$ cat src/rtl/fetch_decode_ctrl_pkg.sv
// fetch_decode_ctrl_pkg: opcodes, instruction field positions, FSM states and
// default widths shared by the fetch/decode controller and its users.
package fetch_decode_ctrl_pkg;
  localparam int DATA_W_DEF = 8;
  localparam int PC_W_DEF = 8;
  localparam logic [1:0] OP_ADD = 2'b00;
  localparam logic [1:0] OP_ADDI = 2'b01;
  localparam logic [1:0] OP_JMP = 2'b10;
  localparam logic [1:0] OP_HALT = 2'b11;
  localparam int OP_LSB = 6;
  localparam int RS_LSB = 4;
  localparam int RT_LSB = 2;
  localparam int RD_LSB = 0;
  localparam int OFS_W = 6;
  typedef enum logic [2:0] {S_FETCH, S_DECODE, S_EXEC, S_WB, S_HALT} state_e;
endpackage

$ cat src/rtl/fetch_decode_ctrl.sv
// fetch_decode_ctrl: multi-cycle fetch/decode/execute controller driving a
// 4x8 register file; owns the PC and the halt state, all outputs registered.
module fetch_decode_ctrl
  import fetch_decode_ctrl_pkg::*;
#(
  parameter int DATA_W = DATA_W_DEF,
  parameter int PC_W = PC_W_DEF,
  parameter logic [PC_W-1:0] RESET_PC = '0
) (
  input  logic              clk,
  input  logic              reset,
  output logic              imem_req,
  output logic [PC_W-1:0]   imem_addr,
  input  logic              imem_ack,
  input  logic [DATA_W-1:0] imem_data,
  output logic [1:0]        read_reg1,
  output logic [1:0]        read_reg2,
  input  logic [DATA_W-1:0] read_data1,
  input  logic [DATA_W-1:0] read_data2,
  output logic              write,
  output logic [1:0]        write_reg,
  output logic [DATA_W-1:0] write_data,
  output logic [PC_W-1:0]   pc,
  output logic              halted
);
  state_e state_q, state_d;
  logic [PC_W-1:0] pc_q, pc_d;
  logic [DATA_W-1:0] ir_q, ir_d, wd_q, wd_d;
  logic req_q, req_d, write_q, write_d, halted_q, halted_d;
  logic [1:0] wr_q, wr_d, rr1_q, rr1_d, rr2_q, rr2_d;
  logic [1:0] op, rs, rt, rd;
  logic [DATA_W-1:0] opnd_b;
  logic [PC_W-1:0] ofs;
  assign op = ir_q[OP_LSB +: 2];
  assign rs = ir_q[RS_LSB +: 2];
  assign rt = ir_q[RT_LSB +: 2];
  assign rd = ir_q[RD_LSB +: 2];
  assign opnd_b = (op == OP_ADDI) ? {{(DATA_W-2){ir_q[RD_LSB+1]}}, rd} : read_data2;
  assign ofs = {{(PC_W-OFS_W){ir_q[OFS_W-1]}}, ir_q[OFS_W-1:0]};
  always_comb begin
    state_d = state_q;
    pc_d = pc_q;
    ir_d = ir_q;
    req_d = req_q;
    write_d = 1'b0;
    wr_d = wr_q;
    wd_d = wd_q;
    rr1_d = rr1_q;
    rr2_d = rr2_q;
    halted_d = halted_q;
    case (state_q)
      S_FETCH: begin
        if (!req_q) begin
          req_d = 1'b1;
        end else if (imem_ack) begin
          ir_d = imem_data;
          pc_d = pc_q + PC_W'(1);
          req_d = 1'b0;
          state_d = S_DECODE;
        end
      end
      S_DECODE: begin
        rr1_d = rs;
        rr2_d = rt;
        // pc already points past the jump, so the offset is relative to instr_addr+1
        pc_d = (op == OP_JMP) ? pc_q + ofs : pc_q;
        req_d = (op == OP_JMP);
        halted_d = (op == OP_HALT);
        state_d = (op == OP_JMP) ? S_FETCH : (op == OP_HALT) ? S_HALT : S_EXEC;
      end
      S_EXEC: begin
        wd_d = read_data1 + opnd_b;
        wr_d = (op == OP_ADDI) ? rt : rd;
        write_d = 1'b1;
        state_d = S_WB;
      end
      S_WB: begin
        req_d = 1'b1;
        state_d = S_FETCH;
      end
      S_HALT: begin
        req_d = 1'b0;
        halted_d = 1'b1;
      end
      default: state_d = S_FETCH;
    endcase
  end
  always_ff @(posedge clk or negedge reset) begin
    if (!reset) begin
      state_q <= S_FETCH;
      pc_q <= RESET_PC;
      ir_q <= '0;
      req_q <= 1'b0;
      write_q <= 1'b0;
      wr_q <= '0;
      wd_q <= '0;
      rr1_q <= '0;
      rr2_q <= '0;
      halted_q <= 1'b0;
    end else begin
      state_q <= state_d;
      pc_q <= pc_d;
      ir_q <= ir_d;
      req_q <= req_d;
      write_q <= write_d;
      wr_q <= wr_d;
      wd_q <= wd_d;
      rr1_q <= rr1_d;
      rr2_q <= rr2_d;
      halted_q <= halted_d;
    end
  end
  assign imem_req = req_q;
  assign imem_addr = pc_q;
  assign read_reg1 = rr1_q;
  assign read_reg2 = rr2_q;
  assign write = write_q;
  assign write_reg = wr_q;
  assign write_data = wd_q;
  assign pc = pc_q;
  assign halted = halted_q;
endmodule

$ cat config.mk
export PLATFORM = sky130hd
export DESIGN_NAME = fetch_decode_ctrl
export DESIGN_NICKNAME = d
export VERILOG_FILES = /design/src/rtl/fetch_decode_ctrl_pkg.sv /design/src/rtl/fetch_decode_ctrl.sv
export SDC_FILE = /design/constraint.sdc
export NUM_CORES = 1
export LEC_CHECK = 0
export ABC_AREA = 0
export BUFFER_PORTS_ARGS = -buffer_cell sky130_fd_sc_hd__buf_2
export CORE_MARGIN = 4
export CORE_UTILIZATION = 35
export CTS_CLUSTER_SIZE = 28
export DETAILED_ROUTE_END_ITERATION = 10
export PLACE_DENSITY_LB_ADDON = 0.15
export SYNTH_ARGS = -nofsm -noshare
export SYNTH_HDL_FRONTEND = slang
export SYNTH_SLANG_ARGS = --single-unit
$ cat constraint.sdc
create_clock -name clk -period 3.2 [get_ports clk]
set_input_delay 0.32 -clock clk [delete_from_list [all_inputs] [get_ports clk]]
set_output_delay 0.32 -clock clk [all_outputs]
set_load 0.005 [all_outputs]
==> flow_summary.toml <==
[routing]
vias = 1596
drt_pass1_iterations = 4
via_per_inst = 4.793
wl_per_cell_um = 13.67
ant_nets = 0
drt_iter0_drc = 108
routed_wl_mm = 4.551
drc = 0

[setup_path]
crit_arrival_ns = 2.82
crit_fanout = 8
critPathKind = "reg2reg"
cp.required_ns = 3.41
critPathLaunchType = "flop"
cp-end-kind = "flop"

[timing]
setup_tns_ns = 0
rsz0062_at_grt = "no"
slew_viol_final = 0
hold_viol = 0
hold_ws_ns = 0.1252
fin_skew_ns = 0.006392
slew-limit-headroom_pct = 45.91
finalCritPeriodShare_pct = 81.66
layout_min_cycle_time_ns = 2.613
worstMarginPinSlew_ns = 0.8114
final-setup-viol-count = 0
fmax_mhz = 382.7

[yosys]
synth-compound-area-share_pct = 15.34
syn_inst = 206
ys_seq_area_share_pct = 43.14
synth_nets = 247
synth_ff_type = "dfrtp_1"
synth_warnings = 0
ys_ff_latch = 36
syn_area_um2 = 2088
synth_xor_area_share_pct = 4.194
synth-simple-area-share_pct = 14.44
ys_types = 45
synth_top_family_by_area = "compound AO/OA/AOI/OAI gates"
async_reset_ff_share_pct = 100.0
syn_avg_cell_area_um2 = 10.14
synth.area.mux_share_pct = 8.388
synth_edf_count = 0
synth_fa_ha_area_share_pct = 9.107

[layout]
drive_above_1_share_pct = 30.27
fin_nets = 301
syn2layout_area_growth_pct = 19.83
layout_commonest_cell = "buf_2"
design_area_um2 = 2502
fill_cells = 560
final_cell_mix = "59 x buf_2, 36 x dfrtp_1, 30 x nand2_1"
antenna_cells = 0
finish.utilization_pct = 44.36

[floorplan]
die_w_um = 85.24
core_area_um2 = 5642
pin_count = 60
start_util_pct = 37.01
die_area_um2 = 7266
die_y_um = 85.24
rows = 27

[cts]
holdBufCountCts = 0
cts_buffers = 5
tritoncts = "done"
clk_latency_ns = 0.29
cts_setup_buffers = 0
htree_levels = 2
postCtsResizedCells = 0
cts_num_sinks = 36
root_buffer = "clkbuf_8"
clkTransAtPathRegs_ns = 0.07
clockBufferDepth = 2

[global_route]
track_usage_pct = 13.49
grt_overflow = 0
grt_max_degree = 37
grt_pass1_vias = 1567
grt_first_pass_wirelength_mm = 7.797
antenna_found_initial = 0

[power]
p_leak_nw = 1.276
power_mw = 2.590
power_density_nw_per_um2 = 1035
vdd_drop_max_uv = 353.2

[place]
io_buffer_count = 59
placed_area_um2 = 2395
dp_hpwl_mm = 3.470
gp_congestion = 0.8704

[outcome]
status = "finished clean"

[worst_hold_path]
worstHoldPathType = "in2async"

[run]
cap_viol_max_count = 0
==> final cells by class <==
cell class	count	area [µm²]	share of cell area, %
tap	72	90.09	3.600
timing repair buffer	60	302.8	12.10
clock buffer	6	72.57	2.900
inverter	7	26.28	1.050
sequential	36	900.9	36.00
multi-input combinational	150	1075	42.95
clock inverter	2	35.03	1.400
==> power by group <==
part	internal [mW]	total, mW	switching, mW
sequential	0.682	0.866	0.184
clock	0.231	0.391	0.160
combinational	0.656	1.33	0.677
total	1.57	2.59	1.02
==> Yosys cell counts, types with 7 or more instances <==
master | count | area (µm²)
a21oi_1 | 12 | 60.06
buf_4 | 8 | 60.06
dfrtp_1 | 36 | 900.9
ha_1 | 12 | 150.1
inv_1 | 7 | 26.28
mux2_1 | 7 | 78.83
nand2_1 | 30 | 112.6
nor2_1 | 8 | 30.03
o21ai_0 | 13 | 65.06
==> worst paths after layout <==
path	cells after the start	slack [ns]	to	startpoint
setup / recovery	10	0.59	imem_addr[6]	state_q[1]
hold / removal	1	0.13	ir_q[3]	reset
setup reg to reg	10	0.59	imem_addr[6]	state_q[1]
hold reg to reg	2	0.47	read_reg1[1]	read_reg1[1]
max in group asynchronous	1	2.56	read_reg1[1]	reset
min in group clk	2	0.24	ir_q[2]	imem_data[2]
==> logic make-up after synthesis <==
family,Yosys count
compound gates,49
flops,36
fa+ha+maj,14
xor+xnor,10
mux,16
buf+inv,20
simple gates,61
==> routing by layer <==
| metal | track usage [%] | part of all wire, % | vias to the layer above | wire length (µm) |
|---|---|---|---|---|
| met2 | 19.28 | 45 | 30 | 2064 |
| met1 | 19.23 | 49 | 740 | 2244 |
| met5 | 0 | 0 | - | 0 |
| met3 | 4.563 | 4.8 | 2 | 219 |
| li1 | - | - | 824 | - |
| met4 | 3.885 | 0.51 | 0 | 23 |
==> worst max-delay path: stages (launching register included) <==
cell,delay (ns)
dfrtp_1,0.46
nor3b_2,0.42
nand2b_1,0.10
ha_1,0.22
inv_1,0.07
fa_1,0.21
nor2b_1,0.07
o31a_1,0.27
or4_1,0.40
a21oi_1,0.16
xor2_1,0.15
==> through the flow <==
step	setup WS, ns	std cells
after global placement	0.6616	325
after global routing	0.2960	333
after detailed placement	0.5909	325
after CTS	0.5616	333
final	0.5869	333
after floorplan	0.6381	206
Power figures use the tool's default switching activity.
